===== src/rtl/term_esc_decoder.sv =====
// term_esc_decoder
//   Host-side byte decoder for the terminal. Consumes the UART RX byte stream
//   and turns it into text-buffer writes and cursor motion. Printable bytes are
//   written at the cursor, CR/LF/BS move the cursor, and ANSI CSI sequences
//   (ESC [ p1 ; p2 final) provide absolute/relative cursor moves and a full
//   clear-screen that sweeps 0x20 across every cell.
//
// Ports
//   clk        system clock, rising edge
//   rst        asynchronous active-low reset
//   i_byte     received byte
//   i_byte_v   one-cycle strobe qualifying i_byte
//   o_ready    high while bytes are accepted (low only while clearing)
//   o_overrun  one-cycle pulse: a byte arrived while o_ready was low (dropped)
//   o_wen      text buffer write enable, one-cycle pulse per write
//   o_addr     text buffer address (row*COLS+col)
//   o_wdata    text buffer write data
//   o_cursor   current cursor address (row*COLS+col)
module term_esc_decoder #(
    parameter int COLS = 40,
    parameter int ROWS = 24
) (
    input  logic       clk,
    input  logic       rst,
    input  logic [7:0] i_byte,
    input  logic       i_byte_v,
    output logic       o_ready,
    output logic       o_overrun,
    output logic       o_wen,
    output logic [9:0] o_addr,
    output logic [7:0] o_wdata,
    output logic [9:0] o_cursor
);

    localparam int CELLS = COLS * ROWS;
    localparam int RW    = (ROWS > 1) ? $clog2(ROWS) : 1;
    localparam int CW    = (COLS > 1) ? $clog2(COLS) : 1;

    typedef enum logic [1:0] {ST_GROUND, ST_ESC, ST_CSI, ST_CLEAR} state_t;

    state_t         state_q, state_d;
    logic [RW-1:0]  row_q, row_d;
    logic [CW-1:0]  col_q, col_d;
    logic [7:0]     p1_q, p1_d, p2_q, p2_d;
    logic           pidx_q, pidx_d;
    logic [10:0]    clr_q, clr_d;
    logic           wen_q, wen_d;
    logic [9:0]     addr_q, addr_d;
    logic [7:0]     wdata_q, wdata_d;
    logic [9:0]     cursor_q, cursor_d;
    logic           ready_q, ready_d;
    logic           overrun_q, overrun_d;

    // Cursor arithmetic is done on 11-bit operands so that "row - n" and
    // "col + n" can be compared against the screen edges without wrapping.
    logic [10:0] row_w, col_w, n1, n2;
    logic [10:0] home_row, home_col, up_row, dn_row, rt_col, lf_col;
    logic [7:0]  pcur, psat;
    logic [11:0] pacc;
    logic        is_digit, is_print;

    assign row_w = 11'(row_q);
    assign col_w = 11'(col_q);
    // A parameter of 0 (or omitted) means 1.
    assign n1 = (p1_q == 8'd0) ? 11'd1 : {3'd0, p1_q};
    assign n2 = (p2_q == 8'd0) ? 11'd1 : {3'd0, p2_q};

    assign home_row = (n1 > 11'(ROWS)) ? 11'(ROWS - 1) : n1 - 11'd1;
    assign home_col = (n2 > 11'(COLS)) ? 11'(COLS - 1) : n2 - 11'd1;
    assign up_row   = (row_w > n1) ? row_w - n1 : 11'd0;
    assign dn_row   = (row_w + n1 > 11'(ROWS - 1)) ? 11'(ROWS - 1) : row_w + n1;
    assign lf_col   = (col_w > n1) ? col_w - n1 : 11'd0;
    assign rt_col   = (col_w + n1 > 11'(COLS - 1)) ? 11'(COLS - 1) : col_w + n1;

    // Decimal accumulation into the currently selected parameter, saturating at 255.
    assign is_digit = (i_byte >= 8'h30) && (i_byte <= 8'h39);
    assign is_print = (i_byte >= 8'h20) && (i_byte <= 8'h7E);
    assign pcur     = pidx_q ? p2_q : p1_q;
    assign pacc     = 12'(pcur) * 12'd10 + {8'd0, i_byte[3:0]};
    assign psat     = (pacc > 12'd255) ? 8'hFF : pacc[7:0];

    always_comb begin
        state_d   = state_q;
        row_d     = row_q;
        col_d     = col_q;
        p1_d      = p1_q;
        p2_d      = p2_q;
        pidx_d    = pidx_q;
        clr_d     = clr_q;
        wen_d     = 1'b0;
        addr_d    = addr_q;
        wdata_d   = wdata_q;
        ready_d   = ready_q;
        overrun_d = i_byte_v && (state_q == ST_CLEAR);

        case (state_q)
            ST_GROUND: begin
                if (i_byte_v) begin
                    if (is_print) begin
                        wen_d   = 1'b1;
                        addr_d  = cursor_q;
                        wdata_d = i_byte;
                        if (col_q == CW'(COLS - 1)) begin
                            col_d = '0;
                            row_d = (row_q == RW'(ROWS - 1)) ? '0 : row_q + RW'(1);
                        end else begin
                            col_d = col_q + CW'(1);
                        end
                    end else if (i_byte == 8'h0D) begin
                        col_d = '0;
                    end else if (i_byte == 8'h0A) begin
                        row_d = (row_q == RW'(ROWS - 1)) ? '0 : row_q + RW'(1);
                    end else if (i_byte == 8'h08) begin
                        if (col_q != '0) col_d = col_q - CW'(1);
                    end else if (i_byte == 8'h1B) begin
                        state_d = ST_ESC;
                    end
                end
            end

            ST_ESC: begin
                if (i_byte_v) begin
                    if (i_byte == 8'h5B) begin
                        state_d = ST_CSI;
                        p1_d    = '0;
                        p2_d    = '0;
                        pidx_d  = 1'b0;
                    end else begin
                        state_d = ST_GROUND;
                    end
                end
            end

            ST_CSI: begin
                if (i_byte_v) begin
                    if (is_digit) begin
                        if (pidx_q) p2_d = psat;
                        else        p1_d = psat;
                    end else if (i_byte == 8'h3B) begin
                        pidx_d = 1'b1;
                    end else if (i_byte == 8'h1B) begin
                        state_d = ST_ESC;
                    end else if ((i_byte >= 8'h40) && (i_byte <= 8'h7E)) begin
                        state_d = ST_GROUND;
                        case (i_byte)
                            8'h48, 8'h66: begin
                                row_d = RW'(home_row);
                                col_d = CW'(home_col);
                            end
                            8'h41: row_d = RW'(up_row);
                            8'h42: row_d = RW'(dn_row);
                            8'h43: col_d = CW'(rt_col);
                            8'h44: col_d = CW'(lf_col);
                            8'h4A: begin
                                // The first clear write goes out with the 'J' itself so
                                // o_ready is already low when address 0 is written.
                                if (p1_q == 8'd2) begin
                                    state_d = ST_CLEAR;
                                    ready_d = 1'b0;
                                    wen_d   = 1'b1;
                                    addr_d  = '0;
                                    wdata_d = 8'h20;
                                    clr_d   = 11'd1;
                                end
                            end
                            default: ;
                        endcase
                    end
                end
            end

            ST_CLEAR: begin
                if (clr_q < 11'(CELLS)) begin
                    wen_d   = 1'b1;
                    addr_d  = clr_q[9:0];
                    wdata_d = 8'h20;
                    clr_d   = clr_q + 11'd1;
                end else begin
                    state_d = ST_GROUND;
                    row_d   = '0;
                    col_d   = '0;
                    ready_d = 1'b1;
                end
            end

            default: state_d = ST_GROUND;
        endcase

        cursor_d = 10'(int'(row_d) * COLS + int'(col_d));
    end

    always_ff @(posedge clk or negedge rst) begin
        if (!rst) begin
            state_q   <= ST_GROUND;
            row_q     <= '0;
            col_q     <= '0;
            p1_q      <= '0;
            p2_q      <= '0;
            pidx_q    <= 1'b0;
            clr_q     <= '0;
            wen_q     <= 1'b0;
            addr_q    <= '0;
            wdata_q   <= '0;
            cursor_q  <= '0;
            ready_q   <= 1'b1;
            overrun_q <= 1'b0;
        end else begin
            state_q   <= state_d;
            row_q     <= row_d;
            col_q     <= col_d;
            p1_q      <= p1_d;
            p2_q      <= p2_d;
            pidx_q    <= pidx_d;
            clr_q     <= clr_d;
            wen_q     <= wen_d;
            addr_q    <= addr_d;
            wdata_q   <= wdata_d;
            cursor_q  <= cursor_d;
            ready_q   <= ready_d;
            overrun_q <= overrun_d;
        end
    end

    assign o_ready   = ready_q;
    assign o_overrun = overrun_q;
    assign o_wen     = wen_q;
    assign o_addr    = addr_q;
    assign o_wdata   = wdata_q;
    assign o_cursor  = cursor_q;

endmodule

===== config.mk =====
export PLATFORM = sky130hd
export DESIGN_NAME = term_esc_decoder
export DESIGN_NICKNAME = d
export VERILOG_FILES = /design/src/rtl/term_esc_decoder.sv
export SDC_FILE = /design/constraint.sdc
export NUM_CORES = 1
export LEC_CHECK = 0
export BUFFER_PORTS_ARGS = -buffer_cell sky130_fd_sc_hd__buf_4
export CORE_MARGIN = 2
export CORE_UTILIZATION = 36
export CTS_BUF_LIST = sky130_fd_sc_hd__clkbuf_4 sky130_fd_sc_hd__clkbuf_8
export DETAILED_ROUTE_END_ITERATION = 10
export GPL_ROUTABILITY_DRIVEN = 0
export SETUP_SLACK_MARGIN = 0.3
export SLEW_MARGIN = 40
export SYNTH_ARGS = -nofsm -noshare
export SYNTH_HDL_FRONTEND = slang
export SYNTH_SLANG_ARGS = --single-unit

===== constraint.sdc =====
create_clock -name clk -period 16.8 [get_ports clk]
set_input_delay 3.36 -clock clk [delete_from_list [all_inputs] [get_ports clk]]
set_output_delay 3.36 -clock clk [all_outputs]
set_load 0.03 [all_outputs]

==> results of run 1 <==
==> state kept, by name, indices dropped and copies added, names as in the netlist, 2 cells and up, named ones only <==
name      cells
clr_q        11
col_q         3
o_addr       10
o_cursor      7
o_wdata       8
p1_q          8
p2_q          8
row_q         5
state_q       2
==> cell usage in the layout, fill, tap and decap left out, types with 19 or more instances in the layout <==
master and count:
inv_1 41, buf_4 41, xnor2_1 19, o21ai_0 65, a21oi_1 39, nand3_1 20, nor2_1 63, dfrtp_1 68
ha_1 56, nand2_1 74
==> power by group through the flow <==
stage | combinational (mW) | sequential (mW) | clock (mW)
after floorplan | 0.266 | 0.276 | 0
after global placement | 0.405 | 0.258 | 0
after detailed placement | 0.404 | 0.257 | 0
after CTS | 0.407 | 0.254 | 0.176
after global routing | 0.453 | 0.262 | 0.182
final | 0.409 | 0.255 | 0.171
==> cell families after synthesis <==
kind of cell,Yosys count
and+or+nand+nor,275
AOI/OAI and AO/OA,238
buffers and inverters,86
DFF,69
adders and majority gates,64
xor gates and xnor gates,32
muxes,7
==> cell type report <==
class	count	share of cell area, %
timing repair buffer	42	4.55
inverter	42	2.25
clock inverter	7	1.73
multi-input combinational	616	61.0
tap	225	4.02
clock buffer	9	1.77
sequential	69	24.6
==> layer usage <==
metal	global-route usage, %	share of wire (%)	vias up
met1	28.1	48	2857
met5	0	0	-
met2	31.0	45	182
met4	5.15	1.8	0
met3	3.41	5.9	21
li1	-	-	2866
==> worst reg2reg max path, delay by kind of cell, from the launching register on <==
kind	cells	cell delay [ns]
adders and majority gates	4	1.36
buffers and inverters	3	0.33
AOI/OAI and AO/OA	9	2.19
DFF	1	0.50
and+or+nand+nor	8	1.88
==> path summary, 6_finish.rpt <==
| check | from | to | slack [ns] | cells after the start |
|---|---|---|---|---|
| max | i_byte[7] | o_cursor[9]$_DFF_PN0_ | 9.35 | 17 |
| min in group asynchronous | rst | o_wdata[7]$_DFFE_PN0P_ | 2.99 | 1 |
| max in group asynchronous | rst | p1_q[5]$_DFFE_PN0P_ | 13.34 | 1 |
| max reg2reg | p1_q[5]$_DFFE_PN0P_ | o_cursor[9]$_DFF_PN0_ | 10.44 | 24 |
| min | o_wdata[1]$_DFFE_PN0P_ | o_wdata[1]$_DFFE_PN0P_ | 0.47 | 2 |
| min reg2reg | o_wdata[1]$_DFFE_PN0P_ | o_wdata[1]$_DFFE_PN0P_ | 0.47 | 2 |
==> out/results.txt, run 1 <==
# setup viols final = 0
Worst VDD drop = 0.0719 mV
Fraction of layout cells with a size suffix above 1 = 10.7%
Sw Share = 45.2%
Htree depth = 3
Top cells by area, synth = dfrtp_1 (27%), ha_1 (11%), o21ai_0 (5.1%), nand2_1 (4.4%), nor2_1 (3.9%)
Worst Path Required = 17.05 ns
Post-synthesis async set-or-reset flop share = 100%
Leak = 3.11 nW
Flop pwr share = 30.5%
Register area = 1730 sq um
Core Box Area = 17200 sq um
Setup TNS = 0 ns
Dpl cell area = 6750 sq um
#FFs+latches synth = 69
Synth Flop Type = dfrtp_1
Synthesized Nets = 846
Power Total = 0.835 mW
Cts hold-fix bufs = 0
Synth Cell Area = 6340 sq um
Drt pass-1 iters = 5
Die area = 18700 sq um
# DRC = 0
Vias = 5926
Tmin final = 7.45 ns
Hold WC Path Type = reg2reg
Starting density of the core = 36.8%
Post-cts repair resize count = 0
Num CTS Buffers = 9
Hold WS = 0.468 ns
FP Rows = 48
Max_cap viols = 0
Vias/cell = 5.87
Synth top area share = 26.9%
Power Density = 119 nW/um^2
Fin util = 40.7%
Final #Nets = 855
CP Capture Type = flip-flop
Post-Synthesis Cells = 771
Max stage delay cell, worst path = or4b_4
Synth Area in Compound Gates = 25.4%
Clk buf depth = 2
Combinational Power Share = 49.0%
Crit path max fanout = 8
Post-Synth Simple-Gate Area = 22.5%
Post-synthesis area per instance = 8.22 sq um
Tightest Pin Transition = 0.790 ns
Slew HR = 47.0%
CTS tree = done
Vias in the first global route = 5396
Final WS setup = 9.35 ns
Xor/xnor cell area share of the yosys netlist = 4.42%
Multi-input logic area = 4280 sq um
Post CTS Setup Buffer Count = 0
Synth unique cells = 80
Clock-pin slew on the worst setup and hold paths = 0.08 ns
Kind of critical path = in2reg
Dpl ws = 8.99 ns
Crit-path cells = buf_4 > or4b_4 > nor3_2 > nor4b_2 > a221oi_1 > a21o_1 > o21ai_0 > ha_1 > ha_1 > inv_1 > fa_1 > or2_2 > o21a_1 > o32ai_1 > a211o_1 > o41a_1 > o211ai_1
All-layer global routing usage = 19.8%
CP bufs+invs = 2
Clock sinks = 69
Critical path arrival = 7.70 ns
I/O Pins = 42
Total wire length = 17.9 mm
Final instance area = 7010 sq um
Part of the Yosys area used for sequential elements = 27.3%
Dpl hpwl = 13.7 mm
Synth cell count leaders = nand2_1 (74), dfrtp_1 (68), nor2_1 (65), o21ai_0 (65), ha_1 (56)
Initial antenna violation count = 0
Routed wire per std cell = 17.7 microns
First-pass GRT wire length = 28.8 mm
First DRT Iteration DRCs = 467
Max Slew Vio Count = 0
Port bufs = 41
Clock network power share = 20.5%
Ant. Diodes = 0
Post-synthesis adder-cell area fraction = 13.6%
Status = finished clean
Synth area leader = dfrtp_1
P_sw = 0.378 mW
Critical Path Most Common Cell = ha_1
RSZ-0062 raised after global routing = no
Cell Int Power = 0.457 mW
Final Hold Viols = 0
Total gr overflow = 0
Ys Warns = 0
Pin count of the biggest net entering global routing = 70
Mux contribution to synthesized area = 1.18%
Part of the cycle the worst path needs = 44.4%
Area Overhead vs Synth = 10.6%
Post-Place Cells = 994
Count leader, synth = nand2_1
ANT nets after route = 0
Largest family of logic cells by synthesized area = compound AO/OA/AOI/OAI gates
CTS root buffer = clkbuf_8
Die width = 137 microns
Crit path largest cell delay = 0.59 ns
Non-filler cells, final = 1010
Clk_skew = 0.0142 ns
CP Launch Type = input port
Crit-path leading delay family = compound AO/OA/AOI/OAI gates
Post-synth EDFFs = 0
Fillers = 1767
Skew-Pair Late Insertion Delay = 0.37 ns
Die H = 137 microns
Fmax = 0.134 GHz
Power figures use the tool's default switching activity.
==> run 2, diff against run 1 <==
ABC_AREA = 1   (was unset)
clock period = 6.7 ns   (was 16.8 ns; I/O delays follow)
==> run 2 against run 1 <==
Against the previous run: die area increased by 2.0%; critical path type is now reg2reg; routed wire length is 1.8% lower; synthesized cell count is 18% higher; sequential cell count did not move; clock power up 130%; final cell count is 16% higher; worst hold slack better by 0.014 ns; area after synthesis up 2.1%.
==> out/results.txt, run 2 <==
Ys Warns = 0 (unchanged)
# setup viols final = 0 (unchanged)
Top cells by area, synth = dfrtp_1 (26%), nand2_1 (12%), ha_1 (11%), nand3_1 (7.3%), inv_1 (6.0%) (was dfrtp_1 (27%), ha_1 (11%), o21ai_0 (5.1%), nand2_1 (4.4%), nor2_1 (3.9%))
Fraction of layout cells with a size suffix above 1 = 13.5% (was 10.7%)
Initial antenna violation count = 0 (unchanged)
All-layer global routing usage = 18.8% (was 19.8%)
Register area = 1730 sq um (unchanged)
RSZ-0062 raised after global routing = no (unchanged)
Sw Share = 49.4% (was 45.2%)
Part of the Yosys area used for sequential elements = 26.7% (was 27.3%)
Synth cell count leaders = nand2_1 (203), inv_1 (104), nand3_1 (94) (was nand2_1 (74), dfrtp_1 (68), nor2_1 (65), o21ai_0 (65), ha_1 (56))
Slew HR = 50.2% (was 47.0%)
Core Box Area = 17800 sq um (was 17200 sq um)
Part of the cycle the worst path needs = 76.6%
Max Slew Vio Count = 0 (unchanged)
Total wire length = 17.5 mm (was 17.9 mm)
Routed wire per std cell = 15.0 microns (was 17.7 microns)
Multi-input logic area = 4140 sq um (was 4280 sq um)
Drt pass-1 iters = 5 (unchanged)
Die area = 19000 sq um (was 18700 sq um)
Htree depth = 3 (unchanged)
Critical path arrival = 5.40 ns (was 7.70 ns)
Total gr overflow = 0 (unchanged)
Skew-Pair Late Insertion Delay = 0.37 ns (about the same)
Synth unique cells = 53 (was 80)
Clk buf depth = 2 (unchanged)
Starting density of the core = 36.4% (was 36.8%)
Final instance area = 7130 sq um (was 7010 sq um)
CP Launch Type = flip-flop (was input port)
Crit path largest cell delay = 0.50 ns (was 0.59 ns)
ANT nets after route = 0 (unchanged)
Post-synthesis async set-or-reset flop share = 100% (unchanged)
CP bufs+invs = 3 (was 2)
First-pass GRT wire length = 29.2 mm (was 28.8 mm)
# DRC = 0 (unchanged)
Most frequent cells in the layout = nand2_1 (203), inv_1 (104), nand3_1 (94), nor2_1 (83), dfrtp_1 (68) (was nand2_1 (74), dfrtp_1 (68), o21ai_0 (65), nor2_1 (63), ha_1 (56))
Clk_skew = 0.0123 ns (was 0.0142 ns)
Pin count of the biggest net entering global routing = 70 (unchanged)
Post-cts repair resize count = 0 (unchanged)
Final Hold Viols = 0 (unchanged)
Flop pwr share = 28.1% (was 30.5%)
Worst Path Required = 6.97 ns (was 17.05 ns)
Clock-pin slew on the worst setup and hold paths = 0.09 ns (was 0.08 ns)
Synth Cell Area = 6470 sq um (was 6340 sq um)
I/O Pins = 42 (unchanged)
Largest Register = clr_q (unchanged)
P_sw = 1.22 mW (was 0.378 mW)
Leak = 3.50 nW (was 3.11 nW)
Vias in the first global route = 5804 (was 5396)
Max reg flops = 11 (unchanged)
Port bufs = 41 (unchanged)
Synth top area share = 26.3% (was 26.9%)
Count leader, synth = nand2_1 (unchanged)
Hold WC Path Type = reg2reg (unchanged)
Post-synth EDFFs = 0 (unchanged)
CTS root buffer = clkbuf_8 (unchanged)
Clock sinks = 69 (unchanged)
Final #Nets = 1012 (was 855)
Synth Flop Type = dfrtp_1 (unchanged)
Most common cell after layout, fill and taps aside = nand2_1 (unchanged)
Crit-path leading delay family = simple AND/OR/NAND/NOR gates (was compound AO/OA/AOI/OAI gates)
Post-Synthesis Cells = 911 (was 771)
Vias/cell = 5.12 (was 5.87)
Ant. Diodes = 0 (unchanged)
Max_cap viols = 0 (unchanged)
Status = finished clean (unchanged)
Cell Int Power = 1.25 mW (was 0.457 mW)
Synthesized Nets = 986 (was 846)
Area Overhead vs Synth = 10.2% (was 10.6%)
Num CTS Buffers = 9 (unchanged)
Critical Path Most Common Cell = nand2_1 (was ha_1)
#FFs+latches synth = 69 (unchanged)
Clock network power share = 16.1% (was 20.5%)
CTS tree = done (unchanged)
Vias = 6000 (was 5926)
Combinational Power Share = 55.9% (was 49.0%)
Power Density = 347 nW/um^2 (was 119 nW/um^2)
Tmin final = 5.13 ns
Dpl hpwl = 13.9 mm (was 13.7 mm)
Die H = 138 microns (was 137 microns)
Post-synthesis area per instance = 7.10 sq um (was 8.22 sq um)
Crit path max fanout = 9 (was 8)
Tightest Pin Transition = 0.744 ns (was 0.790 ns)
Dpl cell area = 6910 sq um (was 6750 sq um)
CP Capture Type = flip-flop (unchanged)
Fillers = 1890 (was 1767)
Worst VDD drop = 0.240 mV (was 0.0719 mV)
Kind of critical path = reg2reg (was in2reg)
Setup TNS = 0 ns (unchanged)
First DRT Iteration DRCs = 443 (was 467)
Cts hold-fix bufs = 0 (unchanged)
FP Rows = 49 (was 48)
Die width = 138 microns (was 137 microns)
Fmax = 0.195 GHz
Max stage delay cell, worst path = dfrtp_1 (was or4b_4)
Post CTS Setup Buffer Count = 0 (unchanged)
Synth area leader = dfrtp_1 (unchanged)
-- run 2: cell types whose count changed in the layout (fill, tap and decap cells not counted), moves of 11 or more --
cell | previous run | this run
nor2_1 | 63 | 83
a311oi_1 | 18 | 0
inv_1 | 41 | 104
xnor2_1 | 19 | 6
a21o_1 | 14 | 0
nand3_1 | 20 | 94
nor2b_1 | 18 | 0
nand2_1 | 74 | 203
a22oi_1 | 12 | 0
xor2_1 | 13 | 24
-- run 2: worst register-to-register path, cell delays in order (launching register included) --
cell and delay [ns]:
dfrtp_1 0.50, inv_1 0.34, nand3_1 0.15, o21ai_1 0.48
ha_1 0.30, fa_1 0.22, nand3_1 0.11, nand2_1 0.10
nand2_1 0.05, nand2_1 0.07, nor2_1 0.04, nor2_1 0.20
nand3_1 0.12, o21ai_0 0.19, nand3_1 0.10, nand2_1 0.07
nand3_1 0.17, ha_1 0.35, ha_1 0.19, inv_1 0.08
fa_1 0.46, or3_1 0.41, xor2_1 0.18, inv_1 0.06
nand2_1 0.06, nand2_1 0.04
-- run 2: cell families (layout without fill, tap and decap cells) --
group | Yosys count | count (layout) | share of synthesized area [%]
compound gates | 139 | 139 | 12.3
xor+xnor | 30 | 30 | 4.06
fa+ha+maj | 64 | 64 | 13.3
buf+inv | 143 | 174 | 9.31
flops | 69 | 69 | 26.7
simple gates | 466 | 466 | 34.3
-- run 2: cell type report --
cell class	instances	area share (%)
clock inverter	7	1.37
timing repair buffer	41	4.37
clock buffer	9	1.74
multi-input combinational	699	58.0
sequential	69	24.2
inverter	117	6.23
tap	229	4.02
-- run 2: power by group through the flow --
stage | combinational (mW) | clock, mW | sequential [mW]
floorplan | 0.903 | 0 | 0.788
global placement | 1.38 | 0 | 0.700
detailed placement | 1.38 | 0 | 0.701
CTS | 1.39 | 0.410 | 0.692
global route | 1.56 | 0.427 | 0.714
finish | 1.38 | 0.397 | 0.695
-- run 2: per-layer routing --
layer  GRT usage (%)  wire length [microns]
met2            30.7                   8110
met3            2.91                    732
met1            24.6                   8160
met4            8.27                    539
met5               0                      0
-- run 2: worst paths after layout --
| check | startpoint | to | slack, ns | cells after the start |
|---|---|---|---|---|
| setup / recovery | p1_q[1]$_DFFE_PN0P_ | o_cursor[9]$_DFF_PN0_ | 1.57 | 25 |
| max in group asynchronous | rst | p1_q[7]$_DFFE_PN0P_ | 5.25 | 1 |
| setup reg to reg | p1_q[1]$_DFFE_PN0P_ | o_cursor[9]$_DFF_PN0_ | 1.57 | 25 |
| hold reg to reg | o_ready$_DFFE_PN1P_ | o_ready$_DFFE_PN1P_ | 0.48 | 2 |
| hold / removal | o_ready$_DFFE_PN1P_ | o_ready$_DFFE_PN1P_ | 0.48 | 2 |
| min in group asynchronous | rst | o_wdata[5]$_DFFE_PN0P_ | 0.98 | 1 |
-- run 2: metrics by stage --
stage | setup slack [ns] | cells | hold slack, ns | power [mW] | util [%]
floorplan | 2.12 | 911 | 0.471 | 1.69 | -
global placement | 1.52 | 1155 | 0.470 | 2.08 | 38.8
detailed placement | 1.34 | 1155 | 0.471 | 2.08 | 38.8
CTS | 1.34 | 1171 | 0.483 | 2.49 | 40.1
global route | 1.03 | 1171 | 0.522 | 2.70 | 40.1
finish | 1.57 | 1171 | 0.483 | 2.47 | 40.1
